**src/rtl/param_register_bank.sv**
```systemverilog
// rtl/param_register_bank.sv - parameter register bank filled by shift-in or addressed writes
// The whole bank is handed off once every entry holds valid data.
module param_register_bank #(
    parameter int WIDTH = 8,
    parameter int DEPTH = 4,
    localparam int AW = (DEPTH > 2) ? $clog2(DEPTH) : 1
) (
    input  logic                   CLK,
    input  logic                   reset,
    input  logic                   clr,
    input  logic                   mode,
    input  logic [AW-1:0]          addr,
    input  logic [WIDTH-1:0]       D,
    input  logic                   in_valid,
    output logic                   in_ready,
    input  logic                   out_ready,
    output logic                   out_valid,
    output logic [DEPTH*WIDTH-1:0] Q,
    output logic [AW:0]            count
);

    logic [WIDTH-1:0] data_q [DEPTH];
    logic [WIDTH-1:0] data_d [DEPTH];
    logic [DEPTH-1:0] valid_q;
    logic [DEPTH-1:0] valid_d;
    logic             consume;
    logic             accept;
    logic             addr_hit;
    logic [AW:0]      count_c;

    assign out_valid = &valid_q;
    assign in_ready  = !out_valid || out_ready;
    assign consume   = out_valid && out_ready;
    assign accept    = in_valid && in_ready;
    assign addr_hit  = {1'b0, addr} < (AW+1)'(DEPTH);

    // Consume clears the valid bits before the write lands, so a same-edge
    // write always starts a fresh fill.
    always_comb begin
        data_d  = data_q;
        valid_d = consume ? '0 : valid_q;
        if (accept) begin
            if (!mode) begin
                for (int i = DEPTH - 1; i > 0; i--) begin
                    data_d[i] = data_q[i-1];
                end
                data_d[0] = D;
                valid_d   = {valid_d[DEPTH-2:0], 1'b1};
            end else if (addr_hit) begin
                data_d[addr]  = D;
                valid_d[addr] = 1'b1;
            end
        end
        if (clr) begin
            for (int i = 0; i < DEPTH; i++) begin
                data_d[i] = '0;
            end
            valid_d = '0;
        end
    end

    always_ff @(posedge CLK or negedge reset) begin
        if (!reset) begin
            for (int i = 0; i < DEPTH; i++) begin
                data_q[i] <= '0;
            end
            valid_q <= '0;
        end else begin
            data_q  <= data_d;
            valid_q <= valid_d;
        end
    end

    always_comb begin
        count_c = '0;
        for (int i = 0; i < DEPTH; i++) begin
            count_c = count_c + (AW+1)'(valid_q[i]);
        end
    end

    assign count = count_c;

    for (genvar g = 0; g < DEPTH; g++) begin : g_q
        assign Q[g*WIDTH +: WIDTH] = data_q[g];
    end

endmodule

```
**config.mk**
```make
export PLATFORM = sky130hd
export DESIGN_NAME = param_register_bank
export DESIGN_NICKNAME = d
export VERILOG_FILES = /design/src/rtl/param_register_bank.sv
export SDC_FILE = /design/constraint.sdc
export NUM_CORES = 1
export LEC_CHECK = 0
export CORE_MARGIN = 5
export CORE_UTILIZATION = 45
export CTS_CLUSTER_DIAMETER = 100
export CTS_CLUSTER_SIZE = 24
export DETAILED_ROUTE_END_ITERATION = 8
export GPL_ROUTABILITY_DRIVEN = 0
export PLACE_DENSITY_LB_ADDON = 0.08
export SLEW_MARGIN = 20
export SYNTH_ARGS = -nofsm -noshare
export SYNTH_HDL_FRONTEND = slang
export SYNTH_SLANG_ARGS = --single-unit
```
**constraint.sdc**
```tcl
create_clock -name CLK -period 5.1 [get_ports CLK]
set_input_delay 1.02 -clock CLK [delete_from_list [all_inputs] [get_ports CLK]]
set_output_delay 1.02 -clock CLK [all_outputs]
set_load 0.05 [all_outputs]
```
# Word level (Yosys, flattened, before mapping)
# Index checks and enable logic that the tools add are counted.
word_totals:
  reg_bits: 36
  output_inout_bits: 37
  elab_cells: 34
op_classes:
  addsub: 3
  magnitude_cmp: 4
  muxes: 12
  bitwise_logic: 2
  n_reduce_logical: 8
op_table:
  columns: ["cell", "count"]
  rows:
  - ["$mux 32", 3]
  - ["$bwmux 32", 1]
  - ["$demux 8 s2", 1]
  - ["$mux 4", 4]
  - ["$mux 8", 1]
  - ["$logic_and 1x1->1", 4]
  - ["$or 4x4->4", 1]
  - ["$reduce_and 4->1", 1]
  - ["$add 2x1->3", 1]
  - ["$add 3x1->3", 1]
  - ["$ge 3x3->1 const B", 1]
  - ["$lt 2x3->1 const B", 1]
  - ["$lt 3x1->1 const B", 1]
  - ["$not 2->3", 1]
  - ["$add 1x1->2", 1]
  - ["$demux 1 s2", 1]
  - ["$ge 2x1->1 const B", 1]
  - ["$reduce_bool 2->1", 1]
  - ["$logic_not 1->1", 1]
  - ["$logic_or 1x1->1", 1]
  - ["$mux 1", 1]

# Logic depth before layout (Yosys ltp)
depth:
  ltp_word: 9
  depth_mapped: 5
  depth_no_buf: 5

# Least setup slack after synthesis
# OpenSTA, ideal clock, no wires.
synth_path:
  kind: "reg2out"
  startpoint: "register valid_q[3]"
  endpoint: "output port count[1]"
  arrival_ns: 1.703
  slack_ns: 2.377
  stages_incl_launch_ff: 6
  path_buffers: 0
  path_cell_list: "dfrtp_1 > inv_1 > fa_1 > inv_1 > ha_1 > ha_1"
synth_via:
  elab_chain_len: 1
synth_lines:
  columns: ["item", "line", "rtl"]
  rows:
  - ["start, declared", "24", "logic [DEPTH-1:0] valid_q;"]
  - ["start signal, assigned", "70", "valid_q <= valid_d;"]
  - ["$add 3x1->3", "77", "count_c = count_c + (AW+1)'(valid_q[i]);"]
  - ["end, declared", "19", "output logic [AW:0] count"]
# No other way between the ends.

# Worst setup path after layout
layout_path:
  startpoint: "input port out_ready"
  endpoint: "output port in_ready"
layout_via:
  elab_chain_len: 1
layout_lines:
  columns: ["item", "line", "rtl"]
  rows:
  - ["start, declared", "16", "input logic out_ready,"]
  - ["$logic_or 1x1->1", "32", "assign in_ready = !out_valid || out_ready;"]
  - ["end, declared", "15", "output logic in_ready,"]
# No other way between the ends.

==> results.py <==
metrics = {
    "synth": {
        "yosysUniqueCellTypes": 26,
        "synth_area_leaders": "dfrtp_1 37%, mux2_4 15%, nand2b_1 10%",
        "syn_inst": 233,
        "synth_seq_cells": 36,
        "synthFlopType": "dfrtp_1",
        "synth.cell_area_sq_um": 2460,
        "yosysSeqAreaShare": 0.366,
        "synth_area_per_cell_sq_um": 10.6,
        "yosys_warnings": 0,
        "yosysTopAreaCell": "dfrtp_1",
        "async_flop_share": 1.00,
        "syn_nets": 253,
        "synth_enable_flop_cells": 0,
        "yosysTopAreaCellShare": 0.366,
    },
    "place": {
        "dp_hpwl_um": 3570,
        "placed_cell_area_sq_um": 2970,
        "port_buffers": 52,
    },
    "power_and_ir_drop": {
        "p_sw_frac": 0.306,
        "power.density_nw_per_um2": 220,
        "power_switching_mw": 0.206,
        "ir_drop_mv": 0.153,
        "p_int_mw": 0.466,
        "seq_power_share": 0.452,
        "comb_power_share": 0.236,
        "clock_power_share": 0.312,
        "leakage_nw": 1.28,
    },
    "critical_path": {
        "timing.rr.end": "Q[6]",
        "rr_startpoint": "valid_q[0]",
        "worstSetupStartpoint": "out_ready",
        "cp_slowest_cell": "clkdlybuf4s50_1",
        "critPathKind": "in2out",
        "required_ps": 4080,
        "crit_path_start_kind": "primary input",
        "r2r_setup_slack_ps": 3380,
        "timing.critical_path.buf_inv": 2,
        "arrival_ps": 2630,
        "path_cells": "clkdlybuf4s50_1 > nand4b_4 > clkdlybuf4s50_1",
        "reg2reg_depth": 4,
        "cpMostUsedCell": "clkdlybuf4s50_1",
        "cp-end-kind": "output port",
        "cpPeakStageDelay_ps": 840,
        "path_max_fanout": 7,
        "critPathTopFamily": "buffers and inverters",
    },
    "layout": {
        "final_cell_area_sq_um": 3060,
        "insertedDiodeCount": 0,
        "nFillCells": 514,
        "drive_above_1_share": 0.161,
        "nNetsFinal": 293,
        "area_delta_synth_final_pct": 24.2,
    },
    "timing": {
        "fmax_mhz": 274,
        "finalCriticalPeriod_ps": 3650,
        "fin_hold_ws_ps": 566,
        "hold_viol_final": 0,
        "fin_crit_sh": 0.715,
        "slew_headroom": 0.403,
        "rsz0062_at_grt": "false",
        "totalNegativeSetupSlack_ps": 0,
        "fin_skew_ps": 8.94,
        "setup_violations": 0,
        "max_slew.worst_pin.slew_ps": 892,
        "drv_slew": 0,
    },
    "clock_network": {
        "clk_latency_ps": 280,
        "cts_max_path_buffers": 2,
        "cts_hold_buf": 0,
        "postCtsResizedCells": 0,
        "htree_levels": 2,
        "numCtsBuffers": 5,
        "post_cts.repair.setup_buffers": 0,
        "clockRootBuffer": "clkbuf_8",
        "clkTransAtPathRegs_ps": 70,
        "cts_sinks": 36,
        "cts_tree": "yes",
    },
    "drt": {
        "drtAntennaViolNets": 0,
        "drc": 0,
        "wl_per_cell_um": 15.5,
        "drtIter0Drc": 99,
        "wl_um": 5380,
        "via_per_inst": 5.27,
        "vias": 1823,
        "firstDrtPassIters": 4,
    },
    "floorplanning": {
        "pin_count": 53,
        "start_util": 0.456,
        "fp.dieArea_sq_um": 7050,
        "coreArea_sq_um": 5410,
        "die_h_um": 84.0,
        "die_width_um": 84.0,
        "row_count": 27,
    },
    "min_path": {
        "hp-class": "reg2reg",
        "min_to": "Q[5]",
        "min_from": "Q[5]",
        "hold_depth": 2,
    },
    "grt": {
        "overflow": 0,
        "track_usage": 0.159,
        "grt_pass1_wl_um": 9180,
        "antenna_found_initial": 0,
        "grt_pass1_vias": 1778,
        "grt_max_degree": 69,
    },
    "job": {
        "cap_viol_max_count": 0,
    },
    "status": {
        "status": "complete, no violations",
    },
}
==> cell families after synthesis <==
family / synth area share
multiplexers: 0.179
buffers and inverters: 0.0518
AO/OA/AOI/OAI: 0.0970
adder cells (fa/ha/maj): 0.0234
flip-flops: 0.366
AND/OR/NAND/NOR: 0.283
==> Yosys cell counts (4+ instances only) <==
cell type	number
buf_2	5
mux2i_1	8
inv_1	5
nand2b_1	40
a21oi_1	25
clkbuf_1	11
dfrtp_1	36
nand2_1	4
nand4_1	9
nand4b_1	16
mux2_4	24
nor2b_1	26
==> power groups by stage <==
stage                     clock network [mW]  registers (mW)  logic (mW)
after floorplan                            0           0.333      0.0870
after global placement                     0           0.309       0.160
after detailed placement                   0           0.309       0.159
after CTS                              0.216           0.304       0.160
after global routing                   0.231           0.306       0.170
final                                  0.210           0.304       0.159
==> per-stage QoR <==
| step | worst slack [ps] | utilization | std cells | power [mW] |
|---|---|---|---|---|
| floorplan | 2380 | - | 233 | 0.420 |
| global placement | 1480 | 0.549 | 338 | 0.469 |
| detailed placement | 1450 | 0.549 | 338 | 0.469 |
| CTS | 1440 | 0.565 | 346 | 0.680 |
| global route | 1390 | 0.566 | 346 | 0.707 |
| finish | 1450 | 0.566 | 346 | 0.672 |
==> cell usage in the layout, fill, tap and decap left out <==
cell	n
clkbuf_8	6
fa_1	1
and3_2	1
dfrtp_1	36
buf_2	1
a21oi_1	25
o211ai_4	3
nand2_1	4
inv_2	1
nor2b_1	26
and3_4	1
mux2_4	24
nand2b_1	40
nand3_1	3
nand4b_1	16
and2_4	1
mux2i_1	8
ha_1	3
buf_4	2
o21ai_1	1
clkdlybuf4s50_1	50
nand4b_4	1
nand4_1	9
a221oi_2	3
inv_1	5
and3_1	1
clkbuf_1	2
==> layout make-up <==
| type | count | area (sq um) | share of cell area |
|---|---|---|---|
| multi-input combinational | 171 | 1430 | 0.469 |
| inverter | 6 | 22.5 | 0.00736 |
| timing repair buffer | 53 | 520 | 0.170 |
| clock buffer | 8 | 90.1 | 0.0295 |
| tap | 72 | 90.1 | 0.0295 |
| sequential | 36 | 901 | 0.295 |
==> state kept, by name, summed over array words and instances (netlist names) <==
| name | count |
|---|---|
| valid_q | 4 |
| Q | 32 |
==> worst max path at each step <==
stage	end	slack, ps	depth (start not counted)
CTS	in_ready	1440	3
global placement	in_ready	1480	3
finish	in_ready	1450	3
global route	in_ready	1390	3
detailed placement	in_ready	1450	3
floorplan	count[1]	2380	5
==> per-layer routing <==
layer  part of all wire  GRT usage  wire [um]  vias to the layer above
met4             0.0087     0.0439         47                        0
met3              0.049     0.0326        262                        4
met5                  0          0          0                        -
met1               0.51      0.231       2750                      879
met2               0.43      0.239       2320                       48
li1                   -          -          -                      892
==> worst reg2reg max path, delay by kind of cell, from the launching register on <==
| kind | cells | cell delay (ps) |
|---|---|---|
| adders and majority gates | 1 | 290 |
| DFF | 1 | 410 |
| muxes | 1 | 240 |
| and+or+nand+nor | 2 | 710 |
No activity file was read; power rests on OpenSTA's default activity.
